--- src/rtl/l1_biu.sv ---
// l1_biu: executes L1 cache transfer requests (refill, writeback, single
// read, single write-through) over a single-beat req/ack memory bus with a
// per-beat timeout.
//
// state    | meaning
// ---------+--------------------------------------------------------------
// IDLE     | waiting for a request from the L1 controller
// SINGLE   | one uncached read or write-through beat on the bus
// FILL_REQ | refill beat outstanding on the bus
// FILL_WR  | refill beat written into the cache SRAM (line_write)
// WB_RD    | cache SRAM read of the writeback beat at addr_count
// WB_REQ   | writeback beat outstanding on the bus
// DONE     | transfer complete, trans_rdy pulse
// ERR      | transfer aborted (mem_err or timeout), bus_error pulse
module l1_biu #(
  parameter int ADDR_WIDTH  = 24,
  parameter int DATA_WIDTH  = 8,
  parameter int LINE_BYTES  = 64,
  parameter int TIMEOUT_CYC = 255
) (
  input  logic                  clk,
  input  logic                  rst_n,
  input  logic                  read_req,
  input  logic                  read_line_req,
  input  logic                  write_through_req,
  input  logic                  write_line_req,
  input  logic [ADDR_WIDTH-1:0] pa,
  input  logic [DATA_WIDTH-1:0] wt_data,
  output logic [DATA_WIDTH-1:0] line_data,
  output logic [7:0]            addr_count,
  output logic                  line_write,
  output logic                  cache_entry_refill,
  output logic                  trans_rdy,
  output logic                  bus_error,
  output logic                  mem_req,
  output logic                  mem_we,
  output logic [ADDR_WIDTH-1:0] mem_addr,
  output logic [DATA_WIDTH-1:0] mem_wdata,
  input  logic [DATA_WIDTH-1:0] mem_rdata,
  input  logic                  mem_ack,
  input  logic                  mem_err
);

  localparam int OFS = $clog2(LINE_BYTES);
  localparam logic [7:0] TMO_LAST = 8'(TIMEOUT_CYC - 1);

  typedef enum logic [2:0] {
    IDLE, SINGLE, FILL_REQ, FILL_WR, WB_RD, WB_REQ, DONE, ERR
  } state_t;

  state_t                     state, state_nx;
  logic [OFS-1:0]             cnt_q;
  logic [OFS-1:0]             cnt_inc;
  logic [7:0]                 tmo_cnt;
  logic [ADDR_WIDTH-OFS-1:0]  base_q;
  logic                       is_fill;
  logic                       last_beat;
  logic                       bus_ack;
  logic                       bus_err;
  logic                       bus_tmo;

  // Responses only count while a request is outstanding; error beats ack.
  assign bus_err   = mem_req & mem_err;
  assign bus_ack   = mem_req & mem_ack & ~mem_err;
  assign bus_tmo   = mem_req & ~mem_ack & ~mem_err & (tmo_cnt == TMO_LAST);
  assign last_beat = &cnt_q;
  assign cnt_inc   = cnt_q + 1'b1;

  assign addr_count         = 8'(cnt_q);
  assign line_write         = (state == FILL_WR);
  assign trans_rdy          = (state == DONE);
  assign cache_entry_refill = (state == DONE) & is_fill;
  assign bus_error          = (state == ERR);

  // State register.
  always_ff @(posedge clk or negedge rst_n) begin
    if (!rst_n) state <= IDLE;
    else        state <= state_nx;
  end

  // Next-state decode; line ops outrank single ops, writeback outranks refill.
  always_comb begin
    state_nx = state;
    case (state)
      IDLE: begin
        if (write_line_req)                      state_nx = WB_RD;
        else if (read_line_req)                  state_nx = FILL_REQ;
        else if (write_through_req || read_req)  state_nx = SINGLE;
      end
      SINGLE: begin
        if (bus_err || bus_tmo) state_nx = ERR;
        else if (bus_ack)       state_nx = DONE;
      end
      FILL_REQ: begin
        if (bus_err || bus_tmo) state_nx = ERR;
        else if (bus_ack)       state_nx = FILL_WR;
      end
      FILL_WR:  state_nx = last_beat ? DONE : FILL_REQ;
      WB_RD:    state_nx = WB_REQ;
      WB_REQ: begin
        if (bus_err || bus_tmo) state_nx = ERR;
        else if (bus_ack)       state_nx = last_beat ? DONE : WB_RD;
      end
      DONE:     state_nx = IDLE;
      ERR:      state_nx = IDLE;
      default:  state_nx = IDLE;
    endcase
  end

  // Bus request, beat counter, timeout counter and read-data registers.
  always_ff @(posedge clk or negedge rst_n) begin
    if (!rst_n) begin
      mem_req   <= 1'b0;
      mem_we    <= 1'b0;
      mem_addr  <= '0;
      mem_wdata <= '0;
      line_data <= '0;
      cnt_q     <= '0;
      tmo_cnt   <= '0;
      base_q    <= '0;
      is_fill   <= 1'b0;
    end else begin
      case (state)
        IDLE: begin
          tmo_cnt <= '0;
          cnt_q   <= '0;
          if (state_nx != IDLE) begin
            base_q  <= pa[ADDR_WIDTH-1:OFS];
            is_fill <= (state_nx == FILL_REQ);
          end
          if (state_nx == SINGLE) begin
            mem_req   <= 1'b1;
            mem_we    <= write_through_req;
            mem_addr  <= pa;
            mem_wdata <= wt_data;
          end else if (state_nx == FILL_REQ) begin
            mem_req  <= 1'b1;
            mem_we   <= 1'b0;
            mem_addr <= {pa[ADDR_WIDTH-1:OFS], {OFS{1'b0}}};
          end
        end
        SINGLE, FILL_REQ, WB_REQ: begin
          if (bus_ack || bus_err || bus_tmo) begin
            mem_req <= 1'b0;
            mem_we  <= 1'b0;
            tmo_cnt <= '0;
          end else begin
            tmo_cnt <= tmo_cnt + 8'd1;
          end
          if (bus_ack && !mem_we) line_data <= mem_rdata;
          if (bus_ack && state == WB_REQ && !last_beat) cnt_q <= cnt_inc;
        end
        FILL_WR: begin
          if (!last_beat) begin
            cnt_q    <= cnt_inc;
            mem_req  <= 1'b1;
            mem_addr <= {base_q, cnt_inc};
          end
        end
        WB_RD: begin
          // SRAM data for addr_count is valid by the end of this cycle.
          mem_req   <= 1'b1;
          mem_we    <= 1'b1;
          mem_wdata <= wt_data;
          mem_addr  <= {base_q, cnt_q};
        end
        default: ;
      endcase
    end
  end

endmodule

--- config.mk ---
export PLATFORM = sky130hd
export DESIGN_NAME = l1_biu
export DESIGN_NICKNAME = d
export VERILOG_FILES = /design/src/rtl/l1_biu.sv
export SDC_FILE = /design/constraint.sdc
export NUM_CORES = 1
export LEC_CHECK = 0
export ABC_AREA = 1
export BUFFER_PORTS_ARGS = -buffer_cell sky130_fd_sc_hd__buf_4
export CAP_MARGIN = 20
export CORE_MARGIN = 3
export CORE_UTILIZATION = 48
export CTS_CLUSTER_SIZE = 14
export DETAILED_ROUTE_END_ITERATION = 7
export PLACE_DENSITY = 0.76
export SYNTH_ARGS = -nofsm -noshare
export SYNTH_HDL_FRONTEND = slang
export SYNTH_SLANG_ARGS = --single-unit
export TNS_END_PERCENT = 100
--- constraint.sdc ---
create_clock -name clk -period 1.9 [get_ports clk]
set_input_delay 0.38 -clock clk [delete_from_list [all_inputs] [get_ports clk]]
set_output_delay 0.38 -clock clk [all_outputs]
set_load 0.1 [all_outputs]
==> results_dict.tcl, run 1 <==
set metrics [dict create \
    via_count 3858 \
    nets 672 \
    ios 102 \
    die_w_um 97.1 \
    yosysUniqueCellTypes 35 \
    fin_crit_ns 2.17 \
    coreArea_um2 7890 \
    yosys.area.top_type_share_pct 49.0 \
    async_flop_share_pct 100 \
    min_from "mem_rdata[2]" \
    synth-seq-cells 78 \
    synth_edf_count 0 \
    root_buffer "clkbuf_8" \
    synth_compound_area_share_pct 9.80 \
    drtPass1Iterations 5 \
    slew_viol_final 0 \
    synth_simple_gate_area_share_pct 25.4 \
    post-route-period-util_pct 114 \
    yosys.area_share.xor_xnor_pct 1.76 \
    ant_nets 0 \
    crit_arrival_ns 2.42 \
    setup_viol 45 \
    yosys-top-cells-area "dfrtp_1 (49%), nand2_1 (13%), o21ai_0 (4.5%)" \
    wire_per_inst_um 16.1 \
    grt_pass1_wl_um 17800 \
    yosysMostFrequentCell "nand2_1" \
    totalWireLength_um 11800 \
    rsz0062_at_grt "yes" \
    dieHeight_um 97.1 \
    worst-path-max-fanout 9 \
    yosys.area_share.adder_pct 0.942 \
    die-area_um2 9430 \
    grt_pass1_vias 3795 \
    drt_iter0_markers 242 \
    finalCoreUtilization_pct 74.6 \
    syn_avg_cell_area_um2 8.59 \
    insertedDiodeCount 0 \
    reg2reg_slack_ns -0.27 \
    drc 0 \
    criticalPathCategory "register to register" \
    viasPerCell 5.30 \
    synthesis.area_um2 3990 \
    hold_viol 0 \
    synthMuxAreaShare_pct 4.52 \
    cts_tree "yes" \
    path_clk_slew_ns 0.08 \
    io_buffers 99 \
    htree_levels 3 \
    rows 32 \
    crit_required_ns 2.16 \
    fin_skew_ns 0.00993 \
    worstHoldPathType "input pin to register" \
    clkSinkCount 78 \
    startpoint_type "register" \
    fmax_ghz 0.462 \
    yosysTopAreaCell "dfrtp_1" \
    violations "negative setup slack" \
    ys_warn_count 0 \
    areaGrowthSynthToFinish_pct 47.7 \
    status "finished, violations left" \
    setup_ws_ns -0.265 \
    dpl_worst_slack_ns -0.237 \
    track_usage_pct 23.0 \
    synth_cells 464 \
    cp-end-kind "register" \
    drive_gt1_share_pct 45.8 \
    maxCapViolCount 0 \
    ys_seq_area_share_pct 49.0 \
    initial_utilization_pct 50.5 \
    clock_path_buffers 2 \
    hold_depth 2 \
    numCtsBuffers 9 \
    reg2regPathDepth 14 \
    holdPathEnd "line_data[2]" \
    synth.top_cells.by_count "nand2_1 (134), dfrtp_1 (78), inv_1 (48), o21ai_0 (36), nand4_1 (24)" \
    antenna_found_initial 0 \
    synthFlopType "dfrtp_1" \
    synth_top_family_by_area "simple AND/OR/NAND/NOR gates" \
    clk_latency_ns 0.34 \
    grt_overflow 0 \
    reg2reg_from "tmo_cnt[1]" \
    routabilityCongestion 0.931 \
    grt_max_degree 48 \
    fillCellCount 539 \
    dpl.hpwl_um 7680 \
    reg2reg_to "base_q[8]" \
]
-- cell families (layout without fill, tap and decap cells) --
| kind of cell | Yosys count | count (layout) |
|---|---|---|
| AO/OA/AOI/OAI | 69 | 69 |
| XOR/XNOR | 8 | 8 |
| adder cells (fa/ha/maj) | 3 | 3 |
| buffers and inverters | 74 | 235 |
| flip-flops | 78 | 78 |
| multiplexers | 16 | 16 |
| other | 1 | 2 |
| AND/OR/NAND/NOR | 215 | 215 |
-- metrics by stage --
| step | hold slack, ns | TNS (ns) | instances | area [µm²] |
|---|---|---|---|---|
| 2_1_floorplan | 0.0844 | -13.49 | 465 | 4050 |
| 3_3_place_gp | 0.258 | -5.09 | 700 | 5250 |
| 3_5_place_dp | 0.258 | -8.62 | 700 | 5250 |
| 4_1_cts | 0.253 | -4.81 | 722 | 5590 |
| 5_1_grt | 0.255 | -13.49 | 728 | 5890 |
| 6_report | 0.266 | -9.04 | 728 | 5890 |
-- cell usage in the layout, fill, tap and decap left out, types with 6 or more instances in the layout --
cell,Yosys,layout
dfrtp_1,78,69
o21ai_1,10,18
o21ai_0,36,27
nand4_1,24,24
nor2_4,4,7
nand2_4,1,9
mux2_2,16,16
buf_4,5,145
dfrtp_2,0,6
clkbuf_8,0,10
o22ai_1,13,13
nand2_2,4,37
nor2_1,17,12
xor2_1,8,8
nand2_1,134,93
inv_1,48,45
nand3_1,18,16
buf_6,5,8
inv_2,6,7
nor2_2,5,7
-- state kept, by name, indices dropped and copies added (netlist names) --
signal	count
is_fill	1
mem_wdata	8
tmo_cnt	8
mem_req	1
base_q	18
state	3
mem_we	1
cnt_q	6
line_data	8
mem_addr	24
-- critical path, stage by stage (launching register included) --
cell and delay, ns:
dfrtp_1 0.42, ha_4 0.18, nand2_2 0.06, nor2_2 0.04, nand3_2 0.09, nand2_4 0.07
buf_6 0.13, nand2_4 0.06, nand3_4 0.07, buf_4 0.15, o31ai_4 0.35, buf_6 0.18
buf_16 0.13, nand2_1 0.05, o21ai_1 0.10
-- routing by layer --
layer,track usage (%),vias up,wire length [µm]
met1,29.1,1848,4900
li1,-,1836,-
met4,7.45,0,253
met3,5.31,23,650
met2,39.0,151,5950
met5,0,-,0
-- repair_timing --
item | 4_1_cts | 5_1_grt
resized for setup | 13 | 66
gates cloned | 1 | 5
setup endpoints to repair | 47 | 62
endpoints found under the hold margin | 14 | 0
setup buffers | 4 | 2
hold buffers | 1 | 0
pin swaps | 2 | 13
-- worst max path at each step --
stage	from	endpoint	slack, ns	cells after the start
floorplan	state[2]	mem_addr[15]	-0.35	15
global placement	tmo_cnt[0]	base_q[7]	-0.14	13
detailed placement	tmo_cnt[0]	mem_addr[21]	-0.24	14
CTS	tmo_cnt[0]	mem_addr[4]	-0.12	17
global route	tmo_cnt[1]	base_q[8]	-0.34	14
finish	tmo_cnt[1]	base_q[8]	-0.27	14
-- layout make-up --
| type | count | area [µm²] | share of cell area [%] |
|---|---|---|---|
| sequential | 78 | 1970 | 33.5 |
| clock inverter | 5 | 106 | 1.81 |
| timing repair buffer | 163 | 1390 | 23.6 |
| tap | 102 | 128 | 2.17 |
| multi-input combinational | 313 | 1920 | 32.7 |
| clock buffer | 11 | 141 | 2.40 |
| inverter | 56 | 224 | 3.81 |
Power of run 1 is not shown: default switching activity piles up to over one toggle a cycle in this logic, so the estimate is an artifact.
==> run 2: changes to the inputs <==
--- a/config.mk
+++ b/config.mk
@@ -8,7 +8,6 @@
 export ABC_AREA = 1
 export BUFFER_PORTS_ARGS = -buffer_cell sky130_fd_sc_hd__buf_4
 export CAP_MARGIN = 20
-export CORE_MARGIN = 3
 export CORE_UTILIZATION = 48
 export CTS_CLUSTER_SIZE = 14
 export DETAILED_ROUTE_END_ITERATION = 7
==> results_dict.tcl, run 2 (synthesis gave the netlist of run 1 again) <==
set metrics [dict create \
    numCtsBuffers 9 \
    cp-end-kind "register" \
    max_stage_delay_ns 0.39 \
    grt_use_met1_pct 32.8 \
    fin_crit_ns 2.14 \
    drc 0 \
    cts_tree "yes" \
    totalWireLength_um 12100 \
    startpoint_type "register" \
    ant_nets 0 \
    die-area_um2 8670 \
    worst-path-max-fanout 6 \
    drive_gt1_share_pct 45.7 \
    grt_pass1_vias 4045 \
    dpl.hpwl_um 7620 \
    busiest_layer "met2" \
    fmax_ghz 0.468 \
    htree_levels 3 \
    finalCoreUtilization_pct 75.6 \
    track_usage_pct 27.7 \
    nets 679 \
    root_buffer "clkbuf_8" \
    insertedDiodeCount 0 \
    rows 32 \
    dieHeight_um 93.1 \
    grt_max_degree 37 \
    ios 102 \
    die_w_um 93.1 \
    maxCapViolCount 0 \
    criticalPathCategory "register to register" \
    critPathMostFrequentCell "nand3_4" \
    clock_path_buffers 2 \
    path_cells "inv_2 -> ha_4 -> nand2_2 -> nor2_4 -> nand3_4 -> nand2_4 -> a21boi_2 -> buf_4 -> nand3_4 -> o31ai_4 -> buf_6 -> buf_8 -> nand2_1 -> o21ai_1" \
    layout_commonest_cell "buf_4" \
    via_count 4002 \
    drtPass1Iterations 5 \
    final_cell_mix "buf_4 (148), nand2_1 (104), dfrtp_1 (68)" \
    crit_arrival_ns 2.43 \
    violations "negative setup slack" \
    final_cell_area_um2 5960 \
    initial_utilization_pct 50.5 \
    fin_skew_ns 0.0105 \
    grt_overflow 0 \
    wire_per_inst_um 16.5 \
    setup_ws_ns -0.238 \
    fillCellCount 499 \
    worstHoldPathType "input pin to register" \
    met3_usage_pct 4.96 \
    seqCellArea_um2 1970 \
    path_clk_slew_ns 0.08 \
    use_met2_pct 47.4 \
    post-route-period-util_pct 113 \
    largest_register "mem_addr" \
    viasPerCell 5.44 \
    setup_tns_ns -8.90 \
    grt_pass1_wl_um 18400 \
    routabilityCongestion 0.935 \
    areaGrowthSynthToFinish_pct 49.6 \
    slew_viol_final 0 \
    multi_input_area_um2 1960 \
    dpl_worst_slack_ns -0.243 \
    hold_viol 0 \
    setup_viol 46 \
    cpMaxStageDelayCell "dfrtp_1" \
    coreArea_um2 7890 \
    clk_latency_ns 0.37 \
    clkSinkCount 78 \
    largestRegisters "mem_addr x24, base_q x18" \
    io_buffers 99 \
    dpl_cell_area_um2 5180 \
    antenna_found_initial 0 \
    drt_iter0_markers 291 \
    crit_required_ns 2.19 \
    status "finished, violations left" \
    rsz0062_at_grt "yes" \
    largest_reg_flops 24 \
]
[run 2: cell count changes in the layout (fill, tap and decap cells not counted), moves of 3 or more]
cell,delta
nand3_4,+3
nand2_2,-9
nand2_1,+11
buf_6,+3
nand3_1,-3
buf_4,+3
[run 2: metal layers]
metal	share of wire, %	up-vias	wire, µm
li1	-	1841	-
met1	39	1911	4730
met2	52	209	6260
met3	6.3	41	766
met4	3.2	0	383
met5	0	-	0
[run 2: what timing repair did]
item                       4_1_cts  5_1_grt
pin swaps                       12       14
resized for setup               44       46
setup buffers                   18        4
setup endpoints to repair       49       76
hold endpoints to repair        13        0
hold buffers                     1        0
cloned                           5        1
[run 2: final cells by class]
type	instances	area share, %
sequential	78	33.1
clock inverter	6	1.45
tap	102	2.14
multi-input combinational	313	32.8
timing repair buffer	170	24.6
inverter	56	3.76
clock buffer	10	2.14
[run 2: path summary, 6_finish.rpt]
check | from | end | slack, ns | cells past startpoint
worst max-delay path | tmo_cnt[0] | base_q[14] | -0.24 | 14
worst max register to register | tmo_cnt[0] | base_q[14] | -0.24 | 14
worst min register to register | mem_addr[14] | mem_addr[14] | 0.48 | 2
min in group asynchronous | rst_n | line_data[3] | 0.43 | 2
max in group asynchronous | rst_n | mem_req | 0.90 | 3
worst min-delay path | mem_rdata[4] | line_data[4] | 0.24 | 2
[run 2: stage by stage]
stage	hold slack, ns	cells
finish	0.244	735
global route	0.246	735
CTS	0.244	733
detailed placement	0.255	693
global placement	0.250	693
floorplan	0.0844	465
[run 2: critical path, delay by kind of cell, from the launching register on]
family,cells,cell delay (ns)
buf+inv,4,0.56
compound gates,3,0.56
simple gates,6,0.40
flops,1,0.39
fa+ha+maj,1,0.15
Power of run 2 is left out for the same reason.
==> run 3: changes to the inputs <==
--- a/config.mk
+++ b/config.mk
@@ -8,6 +8,7 @@
 export ABC_AREA = 1
 export BUFFER_PORTS_ARGS = -buffer_cell sky130_fd_sc_hd__buf_4
 export CAP_MARGIN = 20
+export CORE_MARGIN = 2
 export CORE_UTILIZATION = 48
 export CTS_CLUSTER_SIZE = 14
 export DETAILED_ROUTE_END_ITERATION = 7
==> results_dict.tcl, run 3 (synthesis gave the netlist of run 1 again) <==
set metrics [dict create \
    status "finished, violations left" \
    violations "negative setup slack" \
    wire_per_inst_um 16.2 \
    cts_tree "yes" \
    antenna_found_initial 0 \
    clkSinkCount 78 \
    fin_crit_ns 2.11 \
    clock_path_buffers 2 \
    criticalPathCategory "register to register" \
    track_usage_pct 25.8 \
    grt_pass1_vias 3756 \
    fmax_ghz 0.474 \
    drc 0 \
    areaGrowthSynthToFinish_pct 44.8 \
    slew_viol_final 0 \
    crit_cells 14 \
    setup_viol 45 \
    dpl_worst_slack_ns -0.282 \
    ant_nets 0 \
    path_clk_slew_ns 0.09 \
    largest_reg_flops 24 \
    ios 102 \
    totalWireLength_um 11800 \
    largestRegisters "mem_addr x24, base_q x18" \
    final_cell_mix "buf_4 (143), nand2_1 (123), dfrtp_1 (69)" \
    timing.slew.headroom_pct 64.1 \
    max_stage_delay_ns 0.50 \
    rsz0062_at_grt "yes" \
    seqCellArea_um2 1970 \
    coreArea_um2 8130 \
    root_buffer "clkbuf_8" \
    reg2regPathDepth 14 \
    maxCapViolCount 0 \
    initial_utilization_pct 49.0 \
    crit_arrival_ns 2.36 \
    grt_max_degree 43 \
    stdcell_count 729 \
    dieHeight_um 95.1 \
    crit_family "simple AND/OR/NAND/NOR gates" \
    fillCellCount 598 \
    viasPerCell 5.28 \
    io_buffers 99 \
    die_w_um 95.1 \
    rows 33 \
    worst_slew_pin_slew_ns 0.537 \
    dp.cells 695 \
    setup_ws_ns -0.212 \
    largest_register "mem_addr" \
    drt_iter0_markers 288 \
    nets 670 \
    insertedDiodeCount 0 \
    path_cells "ha_4 -> nand3_4 -> nor2_4 -> inv_2 -> nor2_4 -> nor2_4 -> nand4_4 -> nor2_4 -> nand2_2 -> nand3_4 -> clkbuf_16 -> nand3_2 -> nand2_1 -> nand2_1" \
    drive_gt1_share_pct 41.3 \
    crit_required_ns 2.15 \
    clk_latency_ns 0.37 \
    startpoint_type "register" \
    grt_overflow 0 \
    grt_pass1_wl_um 18000 \
    drtPass1Iterations 4 \
    post-route-period-util_pct 111 \
    worst-path-max-fanout 8 \
    worst-path-buf-inv 2 \
    hold_viol 0 \
    dpl.hpwl_um 7780 \
    critPathMostFrequentCell "nor2_4" \
    numCtsBuffers 9 \
    fin_skew_ns 0.0112 \
    die-area_um2 9050 \
    htree_levels 3 \
    routabilityCongestion 0.946 \
    hold_depth 2 \
    multi_input_area_um2 1900 \
    via_count 3849 \
    worstHoldPathType "input pin to register" \
    layout_commonest_cell "buf_4" \
    cp-end-kind "register" \
    cpMaxStageDelayCell "dfrtp_4" \
]
==> run 3: changes by cell type in the layout (fill, tap and decap cells not counted), moves of 3 or more <==
cell and delta:
nand2_4 -5, nand2_1 +19, buf_16 -3, buf_4 -5, buf_6 -7, nand2_2 -14
==> run 3: path summary, 6_finish.rpt <==
| path | start | slack [ns] | end |
|---|---|---|---|
| setup / recovery | cnt_q[0] | -0.21 | mem_req |
| min in group asynchronous | rst_n | 0.45 | cnt_q[2] |
| max in group asynchronous | rst_n | 0.91 | base_q[1] |
| setup reg to reg | cnt_q[0] | -0.21 | mem_req |
| hold reg to reg | is_fill | 0.48 | is_fill |
| hold / removal | wt_data[5] | 0.24 | mem_wdata[5] |
==> run 3: repair_timing <==
action	CTS	global route
gates resized for setup	22	23
endpoints found under the hold margin	22	0
cloned	2	5
buffers inserted	1	9
hold buffers	1	0
setup endpoints to repair	49	58
pin swaps	5	15
==> run 3: final cells by class <==
type | count | share of cell area, %
well taps | 105 | 2.28
inverters | 56 | 3.80
clock buffers | 11 | 2.62
repair buffers | 158 | 23.0
clock inverters | 5 | 1.13
multi-input cells | 316 | 33.0
flip-flops and latches | 78 | 34.2
==> run 3: worst register-to-register path, stage by stage (launching register included) <==
cell and delay [ns]:
dfrtp_4 0.50, ha_4 0.18, nand3_4 0.07, nor2_4 0.05
inv_2 0.06, nor2_4 0.04, nor2_4 0.14, nand4_4 0.15
nor2_4 0.12, nand2_2 0.09, nand3_4 0.22, clkbuf_16 0.21
nand3_2 0.05, nand2_1 0.07, nand2_1 0.05
==> run 3: routing by layer <==
layer  part of all wire, %  up-vias  global-route usage, %  routed length [µm]
met5                     0        -                      0                   0
met4                   2.4        0                   10.4                 286
met3                   5.3       28                   4.03                 619
met2                    51      122                   43.6                6060
met1                    41     1860                   33.1                4810
li1                      -     1839                      -                   -
==> run 3: metrics by stage <==
| step | hold slack (ns) | setup TNS, ns | instance area (µm²) | utilization, % |
|---|---|---|---|---|
| CTS | 0.237 | -2.95 | 5530 | 68.0 |
| global placement | 0.302 | -4.55 | 5190 | 63.8 |
| floorplan | 0.0844 | -13.49 | 4050 | - |
| detailed placement | 0.310 | -9.58 | 5190 | 63.8 |
| finish | 0.239 | -7.35 | 5770 | 70.9 |
| global route | 0.234 | -11.53 | 5770 | 70.9 |
Power of run 3 is left out for the same reason.
